**config.mk**
```make
export PLATFORM = sky130hd
export DESIGN_NAME = imem_loader
export DESIGN_NICKNAME = d
export VERILOG_FILES = /design/src/rtl/imem_loader_pkg.sv /design/src/rtl/byte_word_packer.sv /design/src/rtl/imem_loader.sv
export SDC_FILE = /design/constraint.sdc
export NUM_CORES = 1
export LEC_CHECK = 0
export CAP_MARGIN = 20
export CORE_MARGIN = 3
export CORE_UTILIZATION = 45
export CTS_BUF_LIST = sky130_fd_sc_hd__clkbuf_8
export DETAILED_ROUTE_END_ITERATION = 12
export HOLD_SLACK_MARGIN = 0.02
export PLACE_DENSITY = 0.71
export RECOVER_POWER = 25
export SYNTH_ARGS = -nofsm -noshare
export SYNTH_HDL_FRONTEND = slang
export SYNTH_SLANG_ARGS = --single-unit
```
**constraint.sdc**
```tcl
create_clock -name clk -period 1.9 [get_ports clk]
set_input_delay 0.38 -clock clk [delete_from_list [all_inputs] [get_ports clk]]
set_output_delay 0.38 -clock clk [all_outputs]
set_load 0.005 [all_outputs]
```
**src/rtl/imem_loader_pkg.sv**
```systemverilog
// imem_loader_pkg: shared state encoding and constants for the instruction-memory loader.
package imem_loader_pkg;
  typedef enum logic [2:0] {IDLE, LEN_LO, LEN_HI, DATA, WRITE, CHECK, DONE, ERR} state_t;
  localparam int BYTES_PER_WORD = 4;
  function automatic logic takes_byte(input state_t s);
    return s inside {LEN_LO, LEN_HI, DATA, CHECK};
  endfunction
endpackage

```
**src/rtl/byte_word_packer.sv**
```systemverilog
// byte_word_packer: shifts stream bytes into a little-endian 32-bit word.
module byte_word_packer
  import imem_loader_pkg::*;
(
  input  logic        clk,
  input  logic        reset,
  input  logic        clear,
  input  logic        shift,
  input  logic [7:0]  din,
  output logic [31:0] word,
  output logic        word_full
);
  logic [1:0] cnt;
  assign word_full = shift && cnt == 2'(BYTES_PER_WORD - 1);
  always_ff @(posedge clk or negedge reset) begin
    if (!reset) begin
      cnt  <= '0;
      word <= '0;
    end else if (clear) begin
      cnt  <= '0;
      word <= '0;
    end else if (shift) begin
      word <= {din, word[31:8]};
      cnt  <= cnt + 2'd1;
    end
  end
endmodule

```
**src/rtl/imem_loader.sv**
```systemverilog
// imem_loader: boot loader that parses a length/payload/checksum byte stream into imem writes
// and holds the core in reset until a load completes cleanly.
module imem_loader
  import imem_loader_pkg::*;
#(
  parameter int WORDS = 64,
  parameter int IDX_W = 7
) (
  input  logic        clk,
  input  logic        reset,
  input  logic        start,
  input  logic        byte_valid,
  input  logic [7:0]  byte_data,
  output logic        byte_ready,
  output logic        imem_we,
  output logic [63:0] imem_addr,
  output logic [31:0] imem_wdata,
  output logic        core_rst_n,
  output logic        busy,
  output logic        done,
  output logic        error
);
  state_t state, next;
  logic [IDX_W-1:0] idx;
  logic [15:0] len, n_len;
  logic [7:0] len_lo, csum;
  logic [31:0] word, data_q;
  logic [63:0] addr_q;
  logic take, go, word_full;
  assign take  = byte_valid & byte_ready;
  assign go    = start & (state inside {IDLE, DONE, ERR});
  assign n_len = {byte_data, len_lo};
  byte_word_packer u_packer (
    .clk      (clk),
    .reset    (reset),
    .clear    (go),
    .shift    (take && state == DATA),
    .din      (byte_data),
    .word     (word),
    .word_full(word_full)
  );
  // Write strobe is a pure state decode; address/data hold their last write otherwise.
  assign imem_we    = state == WRITE;
  assign imem_addr  = imem_we ? {{(62-IDX_W){1'b0}}, idx, 2'b00} : addr_q;
  assign imem_wdata = imem_we ? word : data_q;
  always_comb begin
    next = state;
    case (state)
      LEN_LO:  next = take ? LEN_HI : state;
      LEN_HI:  next = !take ? state : n_len > 16'(WORDS) ? ERR : n_len == '0 ? CHECK : DATA;
      DATA:    next = word_full ? WRITE : state;
      WRITE:   next = 16'(idx) + 16'd1 == len ? CHECK : DATA;
      CHECK:   next = !take ? state : byte_data == csum ? DONE : ERR;
      default: next = state;
    endcase
    if (go) next = LEN_LO;
  end
  always_ff @(posedge clk or negedge reset) begin
    if (!reset) begin
      state      <= IDLE;
      byte_ready <= 1'b0;
      busy       <= 1'b0;
      done       <= 1'b0;
      error      <= 1'b0;
      core_rst_n <= 1'b0;
      idx        <= '0;
      len        <= '0;
      len_lo     <= '0;
      csum       <= '0;
      addr_q     <= '0;
      data_q     <= '0;
    end else begin
      state      <= next;
      byte_ready <= takes_byte(next);
      if (go) begin
        busy       <= 1'b1;
        done       <= 1'b0;
        error      <= 1'b0;
        core_rst_n <= 1'b0;
        idx        <= '0;
        csum       <= '0;
      end else begin
        busy       <= !(state inside {IDLE, DONE, ERR});
        done       <= state == DONE;
        error      <= state == ERR;
        core_rst_n <= state == DONE;
      end
      if (take && state == LEN_LO) len_lo <= byte_data;
      if (take && state == LEN_HI) len <= n_len;
      if (take && state == DATA) csum <= csum ^ byte_data;
      if (state == WRITE) begin
        idx    <= idx + 1'b1;
        addr_q <= imem_addr;
        data_q <= word;
      end
    end
  end
endmodule
```
* After elaboration in Yosys (flattened, before gate mapping) *
Index checks and enable logic that the tools add are counted.

storage, ports and cells
  memories kept = 0
  RAM bits = 0
  ROM bits = 0
  flip-flop bits (word level) = 176
  latch bits = 0

operators by class
  muxes and demuxes = 23
  equality and inequality tests = 14
  div/mod/pow operators = 0
  multiply operators = 0
  bitwise gates (word level) = 3
  add/subtract/negate cells = 3
  reduce and logical (&&, ||, !) cells = 11
  shifts and indexed selects = 0
  magnitude comparators = 1

operators with widths
  cell                   number
  $mux W32               3
  $mux W64               1
  $mux W3                8
  $eq A8 B16 Y1          1
  $gt A16 B7 Y1 const B  1
  $logic_not A16 Y1      1
  $mux W8                2
  $eq A3 B3 Y1 const B   5
  $pmux W3 S5            1
  $mux W7                2
  $eq A3 B2 Y1 const B   4
  $add A7 B1 Y8 const B  1
  $eq A8 B8 Y1           1
  $xor A8 B8 Y8          1
  $add A7 B1 Y7 const B  1
  $eq A3 B1 Y1 const B   2
  $logic_and A1 B1 Y1    4
  $mux W1                4
  $mux W2                2
  $reduce_bool A2 Y1     2
  $reduce_bool A4 Y1     1
  $logic_not A3 Y1       1
  $reduce_bool A3 Y1     1
  $add A2 B1 Y2 const B  1
  3 further kinds        4

* Longest topological paths before layout *
Gate-level depths: netlist of the first run.

  word-level depth = 8
  gate-level depth with buffers = 8
  mapped depth without buffers = 7

* Cells and area by module *
Synthesis of the first run repeated with hierarchy kept, for this count alone.

second synthesis, totals
  cell total of the unflattened synthesis = 695
  area total of the unflattened synthesis = 7522.2 µm²

modules (own cells, without submodules)
  module            instances  seq. area each (µm²)  cells each  area an instance (µm²)
  imem_loader       1          3553.4                583         6094.6
  byte_word_packer  1          850.8                 112         1427.6

* Worst setup path after synthesis of the first run *
Ideal clock, no wire load.

  path kind = flip-flop to flip-flop
  start = register idx[0]
  end = register state[1]
  period minus slack after synthesis = 1.847 ns
  cell stages (with the launch flop) = 9
  library setup time = 0.139 ns
  setup slack = 0.053 ns
  arrival = 1.708 ns
  required time = 1.761 ns
  path buffers = 1
  cells stage by stage = dfrtp_1 ha_1 buf_4 nand2b_1 a21oi_1 a2111oi_2 nand3_1 a2111oi_2 o21ai_0

on the way
  word-level cells in the longest chain between the ends = 5

RTL lines
  element                   line               RTL
  start: declaration        imem_loader.sv:24  logic [IDX_W-1:0] idx;
  start signal: assignment  imem_loader.sv:92  idx <= idx + 1'b1;
  $add A7 B1 Y8             imem_loader.sv:52  WRITE: next = 16'(idx) + 16'd1 == len ? CHECK : DATA;
  $eq A8 B16 Y1             imem_loader.sv:52
  $mux W3                   imem_loader.sv:52
  $pmux W3 S5               imem_loader.sv:48  case (state)
  $mux W3                   imem_loader.sv:56  if (go) next = LEN_LO;
  named net next[1]         imem_loader.sv:23  state_t state, next;
  end signal: assignment    imem_loader.sv:73  state <= next;
  end: declaration          imem_loader.sv:23

The timed path passes the listed nets, and every way through them passes these cells.
A chain may end at the register's enable or synchronous reset.

* Worst setup path after layout of the first run *
  start = register state[1]
  end = output port imem_wdata[5]

on the way
  word-level cells in the longest chain between the ends = 2

RTL lines
  element           line               RTL
  $eq A3 B3 Y1      imem_loader.sv:43  assign imem_we = state == WRITE;
  $mux W32          n/a
  end: declaration  imem_loader.sv:17  output logic [31:0] imem_wdata,

Every way passes these cells.

==> parameters.txt, run 1 <==
Parameter                              Value

Drt
  Total vias in the final route ... 6101
  Max layer used ... met5
  Drt via density ... 5.10
  Wire length after detailed routing ... 20400 um
  Violation count after the first detailed-routing iteration ... 396
  Antenna Nets Post-Route ... 0
  Detailed-routing iteration count for the pre-antenna-repair pass ... 5
  Sum of met2 wire segment lengths after detailed routing ... 9990 um
  Length of routed met3 wiring ... 1400 um
  Wire per inst ... 17.1 um
  Residual DRC ... 0
  M1 wire length ... 8490 um

Timing
  Max Freq ... 0.430 GHz
  Worst setup margin ... -424 ps
  Final setup viols ... 97
  Fraction of the cycle the final worst path needs ... 122%
  Final-report hold violation count ... 0
  Max-slew headroom ... 0.562%
  Shortest clock period the worst path allows after layout ... 2320 ps
  Max-slew violation count ... 0
  Final setup skew ... roughly 16 ps
  Slew at the pin with the worst max-slew slack ... 1490 ps
  Fin Hold WS ... 475 ps
  Setup tns final ... -27320 ps
  Unrepaired setup endpoints after global routing ... true

Floorplan
  Boundary Pins ... 114
  Number of rows created at floorplan ... 46
  Starting utilization of the core area ... around 46%
  Core region area ... 16000 um2
  Width of the die ... about 130 um
  Area of the die ... 18000 um2
  Die outline height ... 134 um

Worst setup path
  Worst path buffer plus inverter count ... 5
  Longest individual stage delay on the worst path ... 420 ps
  Setup crit end kind ... output port
  Data required time of the critical path ... 1520 ps
  Peak fanout along the critical path ... 6
  Arrival time worst endpoint ... 1940 ps
  Sequence of cells on the critical path ... nor2b_4, nand2_4, buf_8, buf_8, buf_16, buf_6, nand2_2, nand2_2, buf_2
  Delay-heaviest family, CP ... buffers and inverters
  Start-to-end type of the worst setup path ... reg -> out
  Crit-path slowest cell ... sky130_fd_sc_hd__dfrtp_1
  Path length in cells of the critical path ... 9
  Worst Setup Start Kind ... flip-flop
  R2R depth ... 12

Synth
  Post-synth design cell area ... approximately 7400 um2
  Count of synthesis-stage warnings from yosys ... 0
  Most common flop cell mapped by yosys ... sky130_fd_sc_hd__dfrtp_1
  Net count after synthesis ... 743
  Async set-or-reset flop fraction in the synthesized netlist ... 100%
  Distinct cells, synth ... 48
  Number of enable flip-flop cells after synthesis ... 0
  Synthesized flop and latch total ... 176
  Gate count of the mapped netlist ... 729
  Average cell area after synthesis ... 10.2 um2
  Share of synthesized area occupied by flip-flops and latches ... approximately three fifths

CTS
  Bufs on Longest Clock Path ... 2
  TritonCTS sink count ... around 180
  Number of H-tree levels ... 4
  Clock tree from TritonCTS ... yes
  Clock latency at the later pin of the worst-skew pair ... around 470 ps
  CTS Buf Count ... 17
  Root buf cell ... sky130_fd_sc_hd__clkbuf_8
  Clk pin slew, worst setup/hold paths ... 100 ps

Pwr
  Power density over cell area ... 1120 nW/um2
  Post-layout power ... ~12000 uW
  Static leakage power ... around 0.0056 uW
  Highest ir drop seen on vdd ... around 590 uV

Place
  Count of buffers from port buffering ... 113
  HPWL after DPL ... 11600 um
  Placement Setup Slack ... -297 ps
  Routability congestion estimate from global placement ... 0.935

Min path
  Type of the worst min-delay path ... reg -> reg
  Worst hold path depth ... 2

Flow run
  Max-cap violations ... 1

Status
  Result of the run ... finished with violations
  Violated checks ... max-capacitance violations, negative setup slack

Final layout
  Proportion of layout cells with a drive suffix above 1 ... 45.5%
  Antenna diode count ... 0
  Total number of nets in the final design ... 981
  Relative area change from synthesis to final layout ... 49.6%
  Most used cells in the layout excluding fill and tap cells ... sky130_fd_sc_hd__dfrtp_1, sky130_fd_sc_hd__nand2_1, sky130_fd_sc_hd__buf_6
  Count of fill cells added during filler insertion ... 1168
  Most common library cell in the layout ignoring fill and taps ... sky130_fd_sc_hd__dfrtp_1

Global route
  First-pass GRT wire length ... between 30000 and 40000 um
  Number of antenna violations at the first check in global routing ... 1
  Maximum number of pins on one net before global-route repair ... 55
  Aggregate global-route resource usage ... 22.3%
  Total congestion overflow ... 0
  Via count of the first global-routing pass ... 6275
==> routing by layer <==
metal | vias to the layer above | global-route usage (%)
li1 | 2840 | -
met4 | 2 | 6.05
met3 | 45 | 7.61
met2 | 191 | 35.6
met5 | - | 0
met1 | 3023 | 29.3
==> worst paths after layout <==
check | from | endpoint | slack (ps)
hold reg to reg | data_q[11] | data_q[11] | 470
setup / recovery | state[1] | imem_wdata[5] | -420
min in group asynchronous | reset | state[0] | 820
hold / removal | data_q[11] | data_q[11] | 470
setup reg to reg | state[1] | data_q[12] | 60
max in group asynchronous | reset | len[0] | 180
==> cell families after synthesis <==
logic type | Yosys count | synth area share [%]
XOR/XNOR | 19 | 2.35
adder cells (fa/ha/maj) | 2 | 0.338
AND/OR/NAND/NOR | 372 | 24.1
buffers and inverters | 48 | 3.06
AO/OA/AOI/OAI | 87 | 6.96
multiplexers | 25 | 3.78
flip-flops | 176 | 59.5
==> worst min-delay path: stages (launching register included) <==
cell,delay [ps]
sky130_fd_sc_hd__dfrtp_1,330
sky130_fd_sc_hd__nand2_1,60
sky130_fd_sc_hd__nand2_2,60
==> cells in the mapped netlist, types with 2 or more instances <==
cell type / number / area share (%)
sky130_fd_sc_hd__a2111oi_2: 2 / 0.41
sky130_fd_sc_hd__a21o_1: 2 / 0.20
sky130_fd_sc_hd__a21oi_1: 38 / 2.6
sky130_fd_sc_hd__a2bb2oi_1: 2 / 0.24
sky130_fd_sc_hd__and2_1: 116 / 9.8
sky130_fd_sc_hd__and3_2: 2 / 0.20
sky130_fd_sc_hd__buf_2: 8 / 0.54
sky130_fd_sc_hd__buf_4: 5 / 0.51
sky130_fd_sc_hd__clkbuf_1: 27 / 1.4
sky130_fd_sc_hd__dfrtp_1: 176 / 59
sky130_fd_sc_hd__ha_1: 2 / 0.34
sky130_fd_sc_hd__inv_1: 3 / 0.15
sky130_fd_sc_hd__inv_2: 2 / 0.10
sky130_fd_sc_hd__mux2_2: 24 / 3.6
sky130_fd_sc_hd__nand2_1: 210 / 11
sky130_fd_sc_hd__nand2b_1: 4 / 0.34
sky130_fd_sc_hd__nand3_1: 8 / 0.54
sky130_fd_sc_hd__nand4_1: 2 / 0.17
sky130_fd_sc_hd__nor2_1: 8 / 0.41
sky130_fd_sc_hd__nor2b_1: 2 / 0.17
sky130_fd_sc_hd__nor3_1: 6 / 0.41
sky130_fd_sc_hd__nor3_2: 2 / 0.27
sky130_fd_sc_hd__nor4_1: 7 / 0.59
sky130_fd_sc_hd__o211ai_1: 2 / 0.20
sky130_fd_sc_hd__o21ai_0: 14 / 0.95
sky130_fd_sc_hd__o21ai_1: 16 / 1.1
sky130_fd_sc_hd__o22ai_1: 2 / 0.17
sky130_fd_sc_hd__xnor2_1: 12 / 1.4
sky130_fd_sc_hd__xor2_1: 6 / 0.71
==> what timing repair did <==
item / CTS / global route
buffers inserted: 90 / 29
setup endpoints to repair: 99 / 106
hold buffers: 1 / 0
endpoints found under the hold margin: 49 / 0
gates resized for setup: 499 / 185
pin swaps: 45 / 81
gates cloned: 7 / 2
==> final cells by class <==
cell class	instances	area (um2)	share of cell area, %
flip-flops and latches	176	4410	39.8
multi-input cells	505	3300	29.8
repair buffers	262	2710	24.4
well taps	216	270	2.44
clock buffers	17	234	2.11
clock inverters	15	136	1.23
inverters	5	26.3	0.237
==> metrics by stage <==
stage                     instances  instance area [um2]  utilization, %
final                          1196                11100            69.3
after global routing           1196                11100            69.3
after CTS                      1197                10500            65.6
after detailed placement       1067                 9130            57.1
after global placement         1067                 9130            57.1
after floorplan                 729                 7410               -
==> where the power goes <==
part	switching (uW)	internal (uW)	total (uW)	leakage, uW
combinational	2120	2430	4560	0.00303
sequential	751	4660	5410	0.00236
clock	1420	1050	2470	0.000179
total	4300	8140	12400	0.00557
==> registers in the layout, indices dropped and copies added, names as in the netlist <==
register / cells
addr_q: 64
busy: 1
byte_ready: 1
csum: 8
data_q: 32
done: 1
error: 1
idx: 7
len: 16
len_lo: 8
state: 3
u_packer.cnt: 2
u_packer.word: 32
Note: power is estimated with default switching activity, not from simulation.
==> run 2: changes to the inputs <==
--- a/config.mk
+++ b/config.mk
@@ -5,7 +5,6 @@
 export SDC_FILE = /design/constraint.sdc
 export NUM_CORES = 1
 export LEC_CHECK = 0
-export CAP_MARGIN = 20
 export CORE_MARGIN = 3
 export CORE_UTILIZATION = 45
 export CTS_BUF_LIST = sky130_fd_sc_hd__clkbuf_8
==> results of run 2 <==
No change in the layout: final DEF, timing and power equal those of run 1.
